--- src/rtl/stack_access_unit_pkg.sv ---
// Shared stack definitions: FSM state encoding and the default stack geometry.
// The SP register and the memory map use the same geometry defaults.
package stack_access_unit_pkg;

    localparam int          DATA_W_DEF      = 16;
    localparam int          SP_STEP_DEF     = 2;
    localparam logic [15:0] STACK_TOP_DEF   = 16'hFFFE;
    localparam logic [15:0] STACK_LIMIT_DEF = 16'hF000;

    typedef enum logic [1:0] {
        IDLE    = 2'd0,
        PUSH_WR = 2'd1,
        POP_RD  = 2'd2,
        COMMIT  = 2'd3
    } state_t;

endpackage

--- src/rtl/stack_access_unit.sv ---
// Push/pop sequencer for a full-descending stack: drives data memory and the SP register update.
// Optional bounds checking is enabled by defining STACK_BOUNDS_CHECK_EN.
module stack_access_unit
    import stack_access_unit_pkg::*;
#(
    parameter int DATA_W  = DATA_W_DEF,
    parameter int SP_STEP = SP_STEP_DEF
`ifdef STACK_BOUNDS_CHECK_EN
    ,
    parameter logic [DATA_W-1:0] STACK_TOP   = STACK_TOP_DEF,
    parameter logic [DATA_W-1:0] STACK_LIMIT = STACK_LIMIT_DEF
`endif
) (
    input  logic              clk,
    input  logic              reset,
    input  logic              push,
    input  logic              pop,
    input  logic [DATA_W-1:0] push_data,
    input  logic [DATA_W-1:0] sp_in,
    input  logic [DATA_W-1:0] mem_rdata,
    input  logic              mem_ready,
    output logic [DATA_W-1:0] mem_addr,
    output logic [DATA_W-1:0] mem_wdata,
    output logic              mem_read,
    output logic              mem_write,
    output logic              sp_write,
    output logic [DATA_W-1:0] sp_next,
    output logic [DATA_W-1:0] pop_data,
    output logic              busy,
    output logic              done,
    output logic              err,
    output state_t            dbg_state
);

    localparam logic [DATA_W-1:0] STEP = DATA_W'(SP_STEP);

    state_t            state_q;
    logic [DATA_W-1:0] addr_q, data_q, sp_next_q, pop_data_q;
    logic              mem_read_q, mem_write_q, sp_write_q, done_q, err_q;

    logic [DATA_W-1:0] push_addr_d, pop_next_d;
    logic              push_reject_d, pop_reject_d;

    assign push_addr_d = sp_in - STEP;
    assign pop_next_d  = sp_in + STEP;

`ifdef STACK_BOUNDS_CHECK_EN
    assign push_reject_d = (push_addr_d < STACK_LIMIT) || (sp_in < STEP);
    assign pop_reject_d  = (sp_in >= STACK_TOP);
`else
    assign push_reject_d = 1'b0;
    assign pop_reject_d  = 1'b0;
`endif

    // Memory handshake: a strobe stays high until mem_ready is sampled high on a
    // rising clock edge; that edge completes the access and drops the strobe.
    always_ff @(posedge clk or posedge reset) begin
        if (reset) begin
            state_q     <= IDLE;
            addr_q      <= '0;
            data_q      <= '0;
            sp_next_q   <= '0;
            pop_data_q  <= '0;
            mem_read_q  <= 1'b0;
            mem_write_q <= 1'b0;
            sp_write_q  <= 1'b0;
            done_q      <= 1'b0;
            err_q       <= 1'b0;
        end else begin
            case (state_q)
                IDLE: begin
                    if (push) begin
                        if (push_reject_d) begin
                            done_q  <= 1'b1;
                            err_q   <= 1'b1;
                            state_q <= COMMIT;
                        end else begin
                            addr_q      <= push_addr_d;
                            data_q      <= push_data;
                            mem_write_q <= 1'b1;
                            state_q     <= PUSH_WR;
                        end
                    end else if (pop) begin
                        if (pop_reject_d) begin
                            done_q  <= 1'b1;
                            err_q   <= 1'b1;
                            state_q <= COMMIT;
                        end else begin
                            addr_q     <= sp_in;
                            sp_next_q  <= pop_next_d;
                            mem_read_q <= 1'b1;
                            state_q    <= POP_RD;
                        end
                    end
                end
                PUSH_WR: begin
                    if (mem_ready) begin
                        mem_write_q <= 1'b0;
                        sp_next_q   <= addr_q;
                        sp_write_q  <= 1'b1;
                        done_q      <= 1'b1;
                        state_q     <= COMMIT;
                    end
                end
                POP_RD: begin
                    if (mem_ready) begin
                        mem_read_q <= 1'b0;
                        pop_data_q <= mem_rdata;
                        sp_write_q <= 1'b1;
                        done_q     <= 1'b1;
                        state_q    <= COMMIT;
                    end
                end
                COMMIT: begin
                    sp_write_q <= 1'b0;
                    done_q     <= 1'b0;
                    err_q      <= 1'b0;
                    state_q    <= IDLE;
                end
                default: state_q <= IDLE;
            endcase
        end
    end

    assign mem_addr  = addr_q;
    assign mem_wdata = data_q;
    assign mem_read  = mem_read_q;
    assign mem_write = mem_write_q;
    assign sp_write  = sp_write_q;
    assign sp_next   = sp_next_q;
    assign pop_data  = pop_data_q;
    assign busy      = (state_q != IDLE);
    assign done      = done_q;
`ifdef STACK_BOUNDS_CHECK_EN
    assign err       = err_q;
`else
    assign err       = 1'b0;
`endif
    assign dbg_state = state_q;

endmodule

--- config.mk ---
export PLATFORM = sky130hd
export DESIGN_NAME = stack_access_unit
export DESIGN_NICKNAME = d
export VERILOG_FILES = /design/src/rtl/stack_access_unit_pkg.sv /design/src/rtl/stack_access_unit.sv
export SDC_FILE = /design/constraint.sdc
export NUM_CORES = 1
export LEC_CHECK = 0
export ABC_AREA = 1
export ABC_CLOCK_PERIOD_IN_PS = 4500
export BUFFER_PORTS_ARGS = -buffer_cell sky130_fd_sc_hd__buf_2
export CORE_AREA = 4 4 91 93
export DETAILED_ROUTE_END_ITERATION = 10
export DIE_AREA = 0 0 95 97
export PLACE_DENSITY = 0.88
export SLEW_MARGIN = 20
export SYNTH_ARGS = -nofsm -noshare
export SYNTH_HDL_FRONTEND = slang
export SYNTH_SLANG_ARGS = --single-unit
--- constraint.sdc ---
create_clock -name clk -period 4.5 [get_ports clk]
set_input_delay 1.35 -clock clk [delete_from_list [all_inputs] [get_ports clk]]
set_output_delay 1.35 -clock clk [all_outputs]
set_load 0.1 [all_outputs]
==> results of run 1 <==
[synth_stat cells (6+ instances only)]
cell | instances | area, sq um
inv_1 | 32 | 120
dfrtp_1 | 70 | 1750
a21oi_1 | 13 | 65.1
nand4_1 | 6 | 37.5
xor2_1 | 6 | 52.6
nand3_1 | 22 | 110
ha_1 | 7 | 87.6
o21ai_1 | 7 | 35.0
nor2_1 | 37 | 139
nand2_1 | 144 | 541
o21ai_0 | 21 | 105
a31oi_1 | 10 | 62.6
mux2_2 | 16 | 180
[worst max-delay path, stage by stage, from the launching register on]
cell and delay, ns:
dfrtp_1 0.40, inv_1 0.11, ha_1 0.27, inv_2 0.16
buf_2 0.45
[worst max path at each step]
stage	startpoint	endpoint	slack, ns	depth (start not counted)
after floorplan	dbg_state[0]	busy	1.27	3
after global placement	dbg_state[0]	busy	1.86	4
after detailed placement	dbg_state[0]	busy	1.79	4
after CTS	dbg_state[0]	busy	1.41	4
after global routing	dbg_state[0]	busy	1.32	4
final	dbg_state[0]	busy	1.41	4
[cells by family (layout without fill, tap and decap cells)]
group	after synthesis	in the layout	share of synthesized area
simple gates	228	228	0.275
buf+inv	49	178	0.0604
mux	16	16	0.0497
flops	70	70	0.484
xor+xnor	7	7	0.0169
compound gates	57	57	0.0895
fa+ha+maj	7	7	0.0242
other cells	1	1	0.00104
[final cells by class]
cell class	instances	area (sq um)
timing repair buffer	125	631
multi-input combinational	316	1650
clock buffer	10	128
inverter	37	140
fill	703	3030
sequential	70	1750
clock inverter	6	70.1
tap	102	128
[cells in the final DEF, fill, tap and decap left out, types with 2 or more instances in the layout]
master | Yosys | routed
nand2_1 | 144 | 144
buf_2 | 4 | 123
dfrtp_1 | 70 | 70
nor2_1 | 37 | 37
inv_1 | 32 | 31
nand3_1 | 22 | 22
o21ai_0 | 21 | 21
mux2_2 | 16 | 16
a21oi_1 | 13 | 13
a31oi_1 | 10 | 10
clkbuf_8 | 0 | 9
o21ai_1 | 7 | 7
ha_1 | 7 | 7
xor2_1 | 6 | 6
nand4_1 | 6 | 6
inv_2 | 5 | 5
nand3_2 | 4 | 4
nor3_1 | 4 | 4
nand2_2 | 3 | 3
nor2_4 | 3 | 3
clkinvlp_4 | 0 | 3
o21ai_2 | 2 | 2
nor3_4 | 2 | 2
o21a_1 | 2 | 2
inv_6 | 0 | 2
buf_4 | 2 | 2
[stage by stage]
step	setup slack, ns	instance area, sq um
2_1_floorplan	1.27	3620
3_3_place_gp	1.86	4300
3_5_place_dp	1.79	4300
4_1_cts	1.41	4500
5_1_grt	1.32	4500
6_report	1.41	4500
[metal layers]
| layer | track usage | up-vias |
|---|---|---|
| met5 | 0 | - |
| met4 | 0.103 | 0 |
| met3 | 0.0365 | 21 |
| met2 | 0.350 | 114 |
| met1 | 0.273 | 1583 |
| li1 | - | 1658 |
[state kept, by name (all words and copies together) (netlist names)]
name	count
mem_addr	16
mem_write	1
sp_write	1
mem_wdata	16
pop_data	16
sp_next	16
mem_read	1
done	1
dbg_state	2
==> flow_summary.yaml, run 1 <==
die:
  start_util: 0.481
  die-width_um: 95
  ioPinCount: 125
  fp-row-count: 32
  dieArea_sq_mm: 0.00922
  core-area_sq_mm: 0.00753
  die_y_um: 97
worst_setup_path:
  startpoint_type: "flip-flop"
  cp_max_fo: 7
  r2r_slack_ns: 2.07
  crit_required_ns: 3.15
  crit_path_end_kind: "output pin"
  worstReg2RegEnd: "sp_next[13]"
  timing.rr.start: "dbg_state[1]"
  worst_r2r_path_depth: 8
  critical_path_class: "reg -> out"
  arrival_ns: 1.74
synth:
  ys_ff_latch: 70
  async_flop_share: 1.00
  synth-seq-area-share: 0.484
  ys.flop_type: "dfrtp_1"
  avgSynthCellArea_sq_um: 8.33
  synthCells: 435
  yosys_warnings: 0
  ys_types: 32
  syn-num-nets: 495
  synth_edf_count: 0
  syn-cell-area_sq_mm: 0.00362
outcome:
  status: "complete, no violations"
timing:
  rsz0062_at_grt: "no"
  final-setup-viol-count: 0
  fin_crit_ns: 3.09
  timing.fmax_mhz: 323
  hold-worst-slack_ns: 0.485
  maxSlewHeadroom: 0.423
  hold_viol: 0
  setup-tns-final_ns: 0
  slew_viol_final: 0
  final.period_utilization: 0.687
  final.setup_skew_ns: 0.0144
  worstMarginPinSlew_ns: 0.864
clock_tree:
  ctsHoldBuffers: 0
  clk_latency_ns: 0.35
  post_cts_resized: 0
  root_buffer: "clkbuf_8"
  clock_sinks: 70
  cts_max_path_buffers: 2
  cts_tree: "built"
  cts_buffers: 9
  clk_pin_slew_ns: 0.09
  cts_max_level: 3
  post_cts.repair.setup_buffers: 0
placed_design:
  routabilityCongestion: 0.873
  io_buffers: 123
  post-place-cells: 650
  dp_hpwl_um: 7250
global_route:
  antenna_found_initial: 0
  track_usage: 0.215
  grt_pass1_vias: 3311
  grt_pass1_wl_um: 15600
  grt_start_max_net_pins: 50
  grt_overflow: 0
route:
  routed.top_layer: "met4"
  wirelength_um: 9530
  routed_via_density: 5.07
  drc_errors: 0
  antenna_left: 0
  first_pass_iters: 4
  met2_length_um: 4720
  routedWlPerCell_um: 14.3
  drt_iter0_markers: 222
  wl_met1_um: 3970
  wl_met3_um: 558
  vias: 3376
cells_and_area:
  final_cell_count_no_fill: 666
  fin_nets: 619
  fin_util: 0.598
  insertedDiodeCount: 0
  drive_above_1_share: 0.319
  syn_to_final_growth_pct: 24.2
hold_path:
  min_from: "pop_data[5]"
  hold_class: "reg -> reg"
  hold_end: "pop_data[5]"
  worstHoldPathCells: 2
job:
  cap_viol_max_count: 0
Power of run 1 is left out: the tool's default activity adds up to more than one toggle a clock period on the data nets, which glitch-free logic cannot reach.
==> run 2: changes to the inputs <==
--- a/config.mk
+++ b/config.mk
@@ -6,7 +6,7 @@
 export NUM_CORES = 1
 export LEC_CHECK = 0
 export ABC_AREA = 1
-export ABC_CLOCK_PERIOD_IN_PS = 4500
+export ABC_CLOCK_PERIOD_IN_PS = 3000
 export BUFFER_PORTS_ARGS = -buffer_cell sky130_fd_sc_hd__buf_2
 export CORE_AREA = 4 4 91 93
 export DETAILED_ROUTE_END_ITERATION = 10
==> constraint.sdc (replaced) <==
create_clock -name clk -period 3 [get_ports clk]
set_input_delay 0.9 -clock clk [delete_from_list [all_inputs] [get_ports clk]]
set_output_delay 0.9 -clock clk [all_outputs]
set_load 0.1 [all_outputs]
==> flow_summary.yaml, run 2 (synthesis results as in run 1) <==
timing:
  slew_viol_final: 0
  rsz0062_at_grt: "no"
  fin_crit_ns: 2.63
  setup_ws_ns: 0.367
  hold_viol: 0
  maxSlewHeadroom: 0.545
  timing.fmax_mhz: 380
  final-setup-viol-count: 0
  worstMarginPinSlew_ns: 0.681
  final.setup_skew_ns: 0.00859
  final.period_utilization: 0.878
  setup-tns-final_ns: 0
die:
  die-width_um: 95
  core-area_sq_mm: 0.00753
  ioPinCount: 125
  dieArea_sq_mm: 0.00922
  die_y_um: 97
  fp-row-count: 32
  start_util: 0.481
global_route:
  busiest_layer: "met2"
  grtUsageMet3: 0.0537
  grt_use_met1: 0.281
  use_met2: 0.339
  grt_overflow: 0
  grt_pass1_vias: 3175
  track_usage: 0.214
  grt_start_max_net_pins: 40
  antenna_found_initial: 0
  grt_pass1_wl_um: 15600
placed_design:
  io_buffers: 123
  dp_hpwl_um: 7110
  routabilityCongestion: 0.912
  post-place-cells: 651
  dp_slack_ns: 0.727
route:
  routed_via_density: 5.02
  drt_iter0_markers: 215
  wirelength_um: 9510
  first_pass_iters: 5
  antenna_left: 0
  vias: 3340
  routedWlPerCell_um: 14.3
  drc_errors: 0
cells_and_area:
  fillCellCount: 734
  final_cell_count_no_fill: 666
  syn_to_final_growth_pct: 24.7
  mostFrequentLayoutCell: "nand2_1"
  insertedDiodeCount: 0
  drive_above_1_share: 0.321
  fin_nets: 620
  final_cell_mix: "144 x nand2_1, 123 x buf_2, 70 x dfrtp_1"
outcome:
  status: "complete, no violations"
worst_setup_path:
  cp_max_fo: 7
  crit_path_end_kind: "output pin"
  arrival_ns: 1.73
  crit_required_ns: 2.10
  critical_path_class: "reg -> out"
  startpoint_type: "flip-flop"
clock_tree:
  cts_max_path_buffers: 2
  cts_buffers: 9
  clock_sinks: 70
  ctsHoldBuffers: 0
  cts_tree: "built"
  cts_max_level: 3
  root_buffer: "clkbuf_8"
  clk_latency_ns: 0.35
  clk_pin_slew_ns: 0.07
  post_cts_resized: 0
  post_cts.repair.setup_buffers: 0
job:
  cap_viol_max_count: 0
hold_path:
  hold_class: "reg -> reg"
-- run 2: cell types whose count changed in the layout (fill, tap and decap cells not counted) --
cell        delta
buf_12         +1
clkbuf_1       -1
clkbuf_8       +1
clkinvlp_4     -1
inv_2          +1
inv_6          -1
-- run 2: final timing paths --
path	start	slack [ns]	cells past startpoint	end
min in group asynchronous	reset	0.64	2	mem_wdata[14]
min reg2reg	pop_data[12]	0.48	2	pop_data[12]
max reg2reg	dbg_state[1]	0.86	8	sp_next[13]
max	dbg_state[0]	0.37	4	busy
min	pop_data[12]	0.48	2	pop_data[12]
max in group asynchronous	reset	1.71	3	mem_addr[13]
-- run 2: worst max-delay path, cell delays in order, from the launching register on --
cell,delay (ns)
dfrtp_1,0.40
inv_1,0.11
ha_1,0.27
inv_2,0.15
buf_2,0.45
-- run 2: area by class of cell --
class,instances,area (sq um),area share
clock inverter,5,58.8,0.0130
clock buffer,10,138,0.0305
inverter,37,139,0.0307
tap,102,128,0.0283
timing repair buffer,126,651,0.144
multi-input combinational,316,1650,0.366
sequential,70,1750,0.388
-- run 2: metrics by stage --
step / hold WS, ns / cell area, sq um / util
2_1_floorplan: 0.980 / 3620 / -
3_3_place_gp: 0.457 / 4320 / 0.574
3_5_place_dp: 0.464 / 4320 / 0.574
4_1_cts: 0.484 / 4520 / 0.600
5_1_grt: 0.505 / 4520 / 0.600
6_report: 0.481 / 4520 / 0.600
-- run 2: per-layer routing --
| metal | share of wire | routed length (um) |
|---|---|---|
| met3 | 0.071 | 675 |
| met5 | 0 | 0 |
| met4 | 0.018 | 175 |
| met1 | 0.42 | 4020 |
| met2 | 0.49 | 4640 |
Power of run 2 is left out for the same reason.
